$ cat src/rtl/pc_gen_if.sv
// rtl/pc_gen_if.sv - fetch PC generator redirect/status bundle
interface pc_gen_if #(
  parameter int XLEN    = 32,
  parameter int FETCH_W = 1
) ();
  logic              stall_i;
  logic              trap_valid_i;
  logic [XLEN-1:0]   trap_addr_i;
  logic              br_valid_i;
  logic [XLEN-1:0]   br_addr_i;
  logic              pred_valid_i;
  logic [XLEN-1:0]   pred_addr_i;
  logic              ras_push_i;
  logic [XLEN-1:0]   ras_push_addr_i;
  logic              ras_pop_i;
  logic [XLEN-1:0]   pc_o;
  logic              pc_valid_o;
  logic [FETCH_W-1:0] grp_mask_o;
  logic              misalign_o;
  logic              ras_empty_o;

  // Hazard/EX side: drives redirects, observes the fetch PC
  modport master (
    output stall_i, trap_valid_i, trap_addr_i, br_valid_i, br_addr_i,
           pred_valid_i, pred_addr_i, ras_push_i, ras_push_addr_i, ras_pop_i,
    input  pc_o, pc_valid_o, grp_mask_o, misalign_o, ras_empty_o
  );

  // PC generator side
  modport slave (
    input  stall_i, trap_valid_i, trap_addr_i, br_valid_i, br_addr_i,
           pred_valid_i, pred_addr_i, ras_push_i, ras_push_addr_i, ras_pop_i,
    output pc_o, pc_valid_o, grp_mask_o, misalign_o, ras_empty_o
  );
endinterface

$ cat src/rtl/pc_gen.sv
// rtl/pc_gen.sv - registered fetch PC with prioritised redirects and circular RAS
module pc_gen #(
  parameter int              XLEN      = 32,
  parameter logic [XLEN-1:0] RESET_VEC = '0,
  parameter int              FETCH_W   = 1,
  parameter int              RAS_DEPTH = 4
) (
  input  logic   clk,
  input  logic   rst,
  pc_gen_if.slave bus
);
  localparam int GB = $clog2(FETCH_W) + 2;
  localparam int SW = (FETCH_W > 1) ? $clog2(FETCH_W) : 1;
  localparam int PW = $clog2(RAS_DEPTH);

  logic [XLEN-1:0] pc_q, pc_d;
  logic            pc_valid_q, pc_valid_d;
  logic [PW-1:0]   ptr_q, ptr_d;
  logic [PW:0]     cnt_q, cnt_d;
  logic [XLEN-1:0] ras_mem_q [RAS_DEPTH];

  logic            ras_we;
  logic [PW-1:0]   ras_widx;
  logic            ras_empty;
  logic            ras_ok;
  logic            pop_hit;
  logic [XLEN-1:0] seq_pc;
  logic [SW-1:0]   slot;

  assign ras_empty = (cnt_q == '0);
  // RAS only moves on a cycle that actually advances fetch
  assign ras_ok    = pc_valid_q && !bus.trap_valid_i && !bus.br_valid_i && !bus.stall_i;
  assign pop_hit   = bus.ras_pop_i && !ras_empty;
  assign seq_pc    = {pc_q[XLEN-1:GB], GB'(0)} + XLEN'(4 * FETCH_W);
  // Slot offset within the group; forced to zero for single-issue fetch
  assign slot      = pc_q[SW+1:2] & SW'(FETCH_W - 1);

  // Next-PC selection by redirect priority
  always_comb begin
    pc_valid_d = 1'b1;
    pc_d       = pc_q;
    if (bus.trap_valid_i)      pc_d = bus.trap_addr_i;
    else if (bus.br_valid_i)   pc_d = bus.br_addr_i;
    else if (bus.stall_i)      pc_d = pc_q;
    else if (pop_hit)          pc_d = ras_mem_q[ptr_q];
    else if (bus.pred_valid_i) pc_d = bus.pred_addr_i;
    else if (pc_valid_q)       pc_d = seq_pc;
    else                       pc_d = pc_q;
  end

  // RAS pointer/count update; a full push silently drops the oldest entry
  always_comb begin
    ptr_d    = ptr_q;
    cnt_d    = cnt_q;
    ras_we   = 1'b0;
    ras_widx = ptr_q;
    if (ras_ok) begin
      if (bus.ras_push_i && pop_hit) begin
        ras_we   = 1'b1;
        ras_widx = ptr_q;
      end else if (bus.ras_push_i) begin
        ptr_d    = ptr_q + PW'(1);
        ras_we   = 1'b1;
        ras_widx = ptr_q + PW'(1);
        if (cnt_q != (PW+1)'(RAS_DEPTH)) cnt_d = cnt_q + (PW+1)'(1);
      end else if (pop_hit) begin
        ptr_d = ptr_q - PW'(1);
        cnt_d = cnt_q - (PW+1)'(1);
      end
    end
  end

  // PC and RAS control registers
  always_ff @(posedge clk) begin
    if (!rst) begin
      pc_q       <= RESET_VEC;
      pc_valid_q <= 1'b0;
      ptr_q      <= '0;
      cnt_q      <= '0;
    end else begin
      pc_q       <= pc_d;
      pc_valid_q <= pc_valid_d;
      ptr_q      <= ptr_d;
      cnt_q      <= cnt_d;
    end
  end

  // RAS storage; contents survive reset, only the count is cleared
  always_ff @(posedge clk) begin
    if (rst && ras_we) ras_mem_q[ras_widx] <= bus.ras_push_addr_i;
  end

  // Group slot mask: slots at or after the entry offset are live
  always_comb begin
    bus.grp_mask_o = '0;
    for (int i = 0; i < FETCH_W; i++) begin
      bus.grp_mask_o[i] = (32'(i) >= 32'(slot));
    end
  end

  assign bus.pc_o        = pc_q;
  assign bus.pc_valid_o  = pc_valid_q;
  assign bus.misalign_o  = |pc_q[1:0];
  assign bus.ras_empty_o = ras_empty;
endmodule

$ cat src/flat_wrapper.sv
// flat-port wrapper written by rule: the top's interface ports become plain ports
module pc_gen_flat 
#(
  parameter int              XLEN      = 32,
  parameter logic [XLEN-1:0] RESET_VEC = '0,
  parameter int              FETCH_W   = 1,
  parameter int              RAS_DEPTH = 4
)
  (clk, rst, bus_stall_i, bus_trap_valid_i, bus_trap_addr_i, bus_br_valid_i, bus_br_addr_i, bus_pred_valid_i, bus_pred_addr_i, bus_ras_push_i, bus_ras_push_addr_i, bus_ras_pop_i, bus_pc_o, bus_pc_valid_o, bus_grp_mask_o, bus_misalign_o, bus_ras_empty_o);
  pc_gen_if #(.XLEN(XLEN), .FETCH_W(FETCH_W)) bus_i ();
  input  logic clk;
  input  logic rst;
  input wire logic [$bits(bus_i.stall_i)-1:0] bus_stall_i;
  input wire logic [$bits(bus_i.trap_valid_i)-1:0] bus_trap_valid_i;
  input wire logic [$bits(bus_i.trap_addr_i)-1:0] bus_trap_addr_i;
  input wire logic [$bits(bus_i.br_valid_i)-1:0] bus_br_valid_i;
  input wire logic [$bits(bus_i.br_addr_i)-1:0] bus_br_addr_i;
  input wire logic [$bits(bus_i.pred_valid_i)-1:0] bus_pred_valid_i;
  input wire logic [$bits(bus_i.pred_addr_i)-1:0] bus_pred_addr_i;
  input wire logic [$bits(bus_i.ras_push_i)-1:0] bus_ras_push_i;
  input wire logic [$bits(bus_i.ras_push_addr_i)-1:0] bus_ras_push_addr_i;
  input wire logic [$bits(bus_i.ras_pop_i)-1:0] bus_ras_pop_i;
  output wire logic [$bits(bus_i.pc_o)-1:0] bus_pc_o;
  output wire logic [$bits(bus_i.pc_valid_o)-1:0] bus_pc_valid_o;
  output wire logic [$bits(bus_i.grp_mask_o)-1:0] bus_grp_mask_o;
  output wire logic [$bits(bus_i.misalign_o)-1:0] bus_misalign_o;
  output wire logic [$bits(bus_i.ras_empty_o)-1:0] bus_ras_empty_o;
  assign bus_i.stall_i = bus_stall_i;
  assign bus_i.trap_valid_i = bus_trap_valid_i;
  assign bus_i.trap_addr_i = bus_trap_addr_i;
  assign bus_i.br_valid_i = bus_br_valid_i;
  assign bus_i.br_addr_i = bus_br_addr_i;
  assign bus_i.pred_valid_i = bus_pred_valid_i;
  assign bus_i.pred_addr_i = bus_pred_addr_i;
  assign bus_i.ras_push_i = bus_ras_push_i;
  assign bus_i.ras_push_addr_i = bus_ras_push_addr_i;
  assign bus_i.ras_pop_i = bus_ras_pop_i;
  assign bus_pc_o = bus_i.pc_o;
  assign bus_pc_valid_o = bus_i.pc_valid_o;
  assign bus_grp_mask_o = bus_i.grp_mask_o;
  assign bus_misalign_o = bus_i.misalign_o;
  assign bus_ras_empty_o = bus_i.ras_empty_o;
  pc_gen #(.XLEN(XLEN), .RESET_VEC(RESET_VEC), .FETCH_W(FETCH_W), .RAS_DEPTH(RAS_DEPTH)) u_core (.clk(clk), .rst(rst), .bus(bus_i));
endmodule
$ cat config.mk
export PLATFORM = sky130hd
export DESIGN_NAME = pc_gen_flat
export DESIGN_NICKNAME = d
export VERILOG_FILES = /design/src/rtl/pc_gen_if.sv /design/src/rtl/pc_gen.sv /design/src/flat_wrapper.sv
export SDC_FILE = /design/constraint.sdc
export NUM_CORES = 1
export LEC_CHECK = 0
export ABC_CLOCK_PERIOD_IN_PS = 12500
export CAP_MARGIN = 20
export CORE_MARGIN = 8
export CORE_UTILIZATION = 56
export CTS_CLUSTER_SIZE = 12
export DETAILED_ROUTE_END_ITERATION = 10
export PLACE_DENSITY = 0.86
export SYNTH_ARGS = -nofsm -noshare
export SYNTH_HDL_FRONTEND = slang
export SYNTH_SLANG_ARGS = --single-unit
$ cat constraint.sdc
create_clock -name clk -period 12.5 [get_ports clk]
set_input_delay 2.5 -clock clk [delete_from_list [all_inputs] [get_ports clk]]
set_output_delay 2.5 -clock clk [all_outputs]
set_load 0.02 [all_outputs]
## Word-level counts from Yosys, hierarchy flattened

Memory sizes are Yosys's and may differ from the RTL's. A register that Yosys moved wholly into a read port is not among the register bits.
Cells that the tools add are included.

| storage, ports and cells | value |
|---|---|
| output and inout bits | 36 |
| register bits | 38 |
| memories | 1 |
| bits of input ports | 136 |
| bits in writable memories | 128 |
| word-level logic and storage cells | 53 |

Memories:

| memory | depth | width | rd ports | clocked after memory_dff | write ports | RTL line | text |
|---|---|---|---|---|---|---|---|
| u_core.ras_mem_q | 4 | 32 | 1 | 1 | 1 | pc_gen.sv:20 | `logic [XLEN-1:0] ras_mem_q [RAS_DEPTH];` |

| operators by class | value |
|---|---|
| equal/unequal tests | 3 |
| add/subtract/negate cells | 5 |
| bitwise operators | 1 |
| reductions and logical operators | 17 |
| muxes and demuxes | 22 |

Operators with widths:

| operator | count |
|---|---|
| $mux W32 | 6 |
| $add A32 B3 Y32 const B | 1 |
| $mux W2 | 7 |
| $mux W3 | 3 |
| $logic_and A1 B1 Y1 | 6 |
| $mux W1 | 6 |
| $reduce_bool A5 Y1 | 1 |
| $logic_not A1 Y1 | 4 |
| $reduce_and A4 Y1 | 1 |
| $add A3 B1 Y3 const B | 1 |
| $logic_not A3 Y1 | 1 |
| $ne A3 B1 Y1 const B | 1 |
| $ne A3 B3 Y1 const B | 1 |
| $reduce_and A3 Y1 | 1 |
| $sub A3 B1 Y3 const B | 1 |
| $add A2 B1 Y2 const B | 1 |
| $ne A2 B1 Y1 const B | 1 |
| $reduce_and A2 Y1 | 1 |
| $reduce_bool A2 Y1 | 1 |
| $reduce_or A2 Y1 | 1 |
| $sub A2 B1 Y2 const B | 1 |
| $not A1 Y1 | 1 |

## Longest topological paths before layout

| logic depth | value |
|---|---|
| depth in word-level cells | 9 |
| depth in mapped cells | 10 |
| mapped depth without buffers | 7 |

## Least setup slack after synthesis

No wires, ideal clock.

| path | value |
|---|---|
| path kind | input port to flip-flop |
| start | input port bus_ras_pop_i |
| end | memory u_core.ras_mem_q[0][0], enable pin |
| setup slack | 6.828 ns |
| setup time | 0.421 ns |
| cell stages on the path | 8 |
| required time | 12.079 ns |
| buffers on the path | 3 |
| arrival time | 5.251 ns |
| cells stage by stage | o31a_1 > buf_6 > clkbuf_1 > clkbuf_1 > ha_1 > nor4b_2 > xor2_1 > nor2_1 |

| between the ends | value |
|---|---|
| cells in the longest elaborated chain, start to end | 7 |
| elaborated cells on any way between the ends | 9 |
| classes of those cells | mux: 6; reduce/logical: 3 |

Ends and longest elaborated chain:

| item | RTL line | text |
|---|---|---|
| from (decl) | flat_wrapper.sv:22 | `input wire logic [$bits(bus_i.ras_pop_i)-1:0] bus_ras_pop_i;` |
| $logic_and A1 B1 Y1 (*) | pc_gen.sv:33 | `assign pop_hit = bus.ras_pop_i && !ras_empty;` |
| $logic_and A1 B1 Y1 (*) | pc_gen.sv:58 | `if (bus.ras_push_i && pop_hit) begin` |
| $mux W1 | pc_gen.sv:58 |  |
| $mux W1 | pc_gen.sv:57 | `if (ras_ok) begin` |
| $logic_and A1 B1 Y1 | pc_gen.sv:90 | `if (rst && ras_we) ras_mem_q[ras_widx] <= bus.ras_push_addr_i;` |
| $mux W1 | pc_gen.sv:90 |  |
| $mux W1 (not written as such) | pc_gen.sv:90 |  |
| to (decl) | pc_gen.sv:20 |  |

Mark *: on every way between the ends. The rest lies on a longest branch, timed or not.

## Worst setup path after layout

| path | value |
|---|---|
| start | input port bus_br_valid_i |
| end | memory u_core.ras_mem_q[0][6], enable pin |

| between the ends | value |
|---|---|
| cells in the longest elaborated chain, start to end | 7 |
| elaborated cells on any way between the ends | 8 |
| classes of those cells | mux: 4; reduce/logical: 4 |

Ends and longest elaborated chain:

| item | RTL line | text |
|---|---|---|
| from (decl) | flat_wrapper.sv:16 | `input wire logic [$bits(bus_i.br_valid_i)-1:0] bus_br_valid_i;` |
| $logic_not A1 Y1 (*) | pc_gen.sv:32 | `assign ras_ok = pc_valid_q && !bus.trap_valid_i && !bus.br_valid_i && !bus.stall_i;` |
| $logic_and A1 B1 Y1 (*) (2 in series) | pc_gen.sv:32 |  |
| $mux W1 | pc_gen.sv:57 |  |
| $logic_and A1 B1 Y1 | pc_gen.sv:90 |  |
| $mux W1 | pc_gen.sv:90 |  |
| $mux W1 (not written as such) | pc_gen.sv:90 |  |

Marked as above.

==> flow_summary.yaml <==
setup_path:
  reg2reg_depth: 8
  cp_data_arrival_time_ns: 5.08
  crit_type: "primary input to flip-flop"
  required_ns: 12.57
  crit_fanout: 32
  endpoint_kind: "flip-flop"
  startpoint_type: "primary input"
floorplanning:
  start_util_pct: 56.8
  dieArea_mm2: 0.0187
  num_rows: 44
  coreArea_mm2: 0.0144
  io_pins: 172
  die_h_um: 137
  die_x_um: 137
routing:
  drt_iter0_drc: 804
  vias: 6649
  drc: 0
  antenna_left: 0
  dr.pass1.iters: 5
  wl_mm: 25.8
  vias_per_cell: 6.53
  detail_route.wl_per_cell_um: 25.3
timing:
  fin_crit_sh_pct: 40.1
  setup_tns_ns: 0
  hold_slack_ns: 0.543
  worst_pin_slew_ns: 0.926
  slew_headroom_pct: 38.1
  setup_viol: 0
  worst_slack_ns: 7.49
  rsz0062_at_grt: "no"
  min_period_ns: 5.01
  max_clock_freq_mhz: 200
  skew_ns: 0.00888
  slew_viol_final: 0
  hold_violations: 0
placed_design:
  place_area_mm2: 0.00998
  place.gp.congestion: 0.938
  preCtsSetupSlack_ns: 7.09
  dp_hpwl_mm: 18.1
  port_buffers: 170
cells_and_area:
  drive_gt1_share_pct: 12.5
  synthToLayoutAreaGrowth_pct: 28.9
  multi_input_area_mm2: 0.00326
  ff_latch_area_mm2: 0.00465
  final_nets: 964
  finalInstanceArea_mm2: 0.0106
  antenna_cells: 0
  num-fill-cells: 944
clocking:
  cts_tree: "done"
  clkSinkCount: 168
  cts_made_buffers: 17
  path_clk_slew_ns: 0.07
  cts-resized-gates: 0
  clock_path_buffers: 2
  worstSkewPairLatency_ns: 0.44
  cts-htree-levels: 4
  holdBufCountCts: 0
  cts_root_buf: "clkbuf_16"
  post_cts_buffers: 0
worst_hold_path:
  hold_class: "flip-flop to flip-flop"
  hold-path-cell-count: 2
power_and_ir_drop:
  p_per_area_mw_per_mm2: 123
  vdd_drop_max_v: 0.000120
  p_leak_nw: 3.46
logic_synthesis:
  ys_async_sr_fraction_pct: 0
  ys_warn_count: 0
  synthTopCellsByArea: "edfxtp_1 (47%), dfxtp_1 (9.8%), mux4_2 (8.8%), o21ai_0 (3.2%), a21oi_1 (2.8%)"
  syn_nets: 804
  syn_avg_cell_area_um2: 12.4
  yosysMostFrequentCell: "edfxtp_1"
  synth_edf_count: 128
  syn_area_mm2: 0.00819
  netlist_top_cells_count: "edfxtp_1 (128), nand2_1 (54), o21ai_0 (53)"
  yosysTopAreaCell: "edfxtp_1"
  synth_cell_type_count: 77
  synth_seq_area_share_pct: 56.7
  synth_seq_cells: 168
  synth_ff_type: "edfxtp_1"
  syn_inst: 662
  yosysTopAreaCellShare_pct: 46.9
grt:
  overflow: 0
  grt_use_total_pct: 27.7
  grt_pass1_wl_mm: 38.9
  grt_max_degree: 51
  antenna_found_initial: 0
  first_global_vias: 6682
run_status:
  outcome: "finished clean"
run:
  drv_cap: 0
-- report_power, final --
group | internal [mW] | total, mW | switching, mW
clock | 0.263 | 0.499 | 0.236
sequential | 0.610 | 0.630 | 0.0194
combinational | 0.0867 | 0.171 | 0.0841
-- kinds of logic after synthesis --
logic type | count (synthesis) | synth area share (%)
AOI/OAI and AO/OA | 179 | 14.2
adders and majority gates | 6 | 1.01
DFF | 168 | 56.7
other | 1 | 0.0458
and+or+nand+nor | 192 | 12.4
xor gates and xnor gates | 26 | 2.78
muxes | 36 | 9.29
buffers and inverters | 54 | 3.54
-- final timing paths --
check | end | start | slack, ns
worst max-delay path | u_core.ras_mem_q[0][6] | bus_br_valid_i | 7.49
worst min-delay path | u_core.bus.pc_o[1] | u_core.bus.pc_o[1] | 0.54
worst max register to register | u_core.bus.pc_o[20] | u_core.cnt_q[1] | 9.55
worst min register to register | u_core.bus.pc_o[1] | u_core.bus.pc_o[1] | 0.54
-- cells in the final DEF (no fill, tap or decap), types with 4 or more instances in the layout --
master	count
a21oi_1	46
a221oi_1	8
a22oi_1	6
a31oi_1	5
and2_1	7
and3_1	6
and4_1	5
buf_4	11
clkbuf_16	17
clkdlybuf4s50_1	169
dfxtp_1	39
edfxtp_1	128
ha_1	5
inv_1	10
inv_6	5
inv_8	4
mux2i_1	4
mux4_2	32
nand2_1	54
nand3_1	25
nand4_1	7
nor2_1	35
nor2_2	5
nor2b_1	5
nor3_1	18
nor4_1	4
o211ai_1	7
o21a_1	5
o21ai_0	53
o221ai_1	8
o22ai_1	4
o31ai_1	5
xnor2_1	17
xor2_1	9
-- state kept, by name, indices dropped and copies added, names as in the netlist, named ones only --
name                   count
u_core.ptr_q               2
u_core.cnt_q               3
u_core.ras_mem_q         128
u_core.bus.pc_o           32
u_core.bus.pc_valid_o      1
-- metal layers --
metal	vias to the layer above	global-route usage (%)	part of all wire, %
li1	2906	-	-
met1	3241	35.1	38
met2	430	44.5	48
met3	72	6.90	10
met4	0	11.4	3.1
met5	-	0	0
-- worst max-delay path: stages --
cell and delay [ns]:
clkdlybuf4s50_1 0.41, buf_4 0.25, or2_2 0.39, nor3b_2 0.33, nor4b_2 0.41, xor2_1 0.18
nor2_2 0.15, buf_4 0.43
-- stage by stage --
| stage | utilization [%] | power (mW) | std cells |
|---|---|---|---|
| after floorplan | - | 0.714 | 662 |
| after global placement | 69.1 | 0.803 | 984 |
| after detailed placement | 69.2 | 0.807 | 985 |
| after CTS | 73.1 | 1.30 | 1017 |
| after global routing | 73.2 | 1.33 | 1019 |
| final | 73.2 | 1.30 | 1019 |
-- cell type report --
cell class	count	share of cell area [%]
multi-input cells	440	30.9
clock buffers	18	4.06
repair buffers	184	17.2
flip-flops and latches	168	44.0
inverters	11	0.391
clock inverters	14	1.24
well taps	184	2.18
No activity file was read; power rests on OpenSTA's default activity.
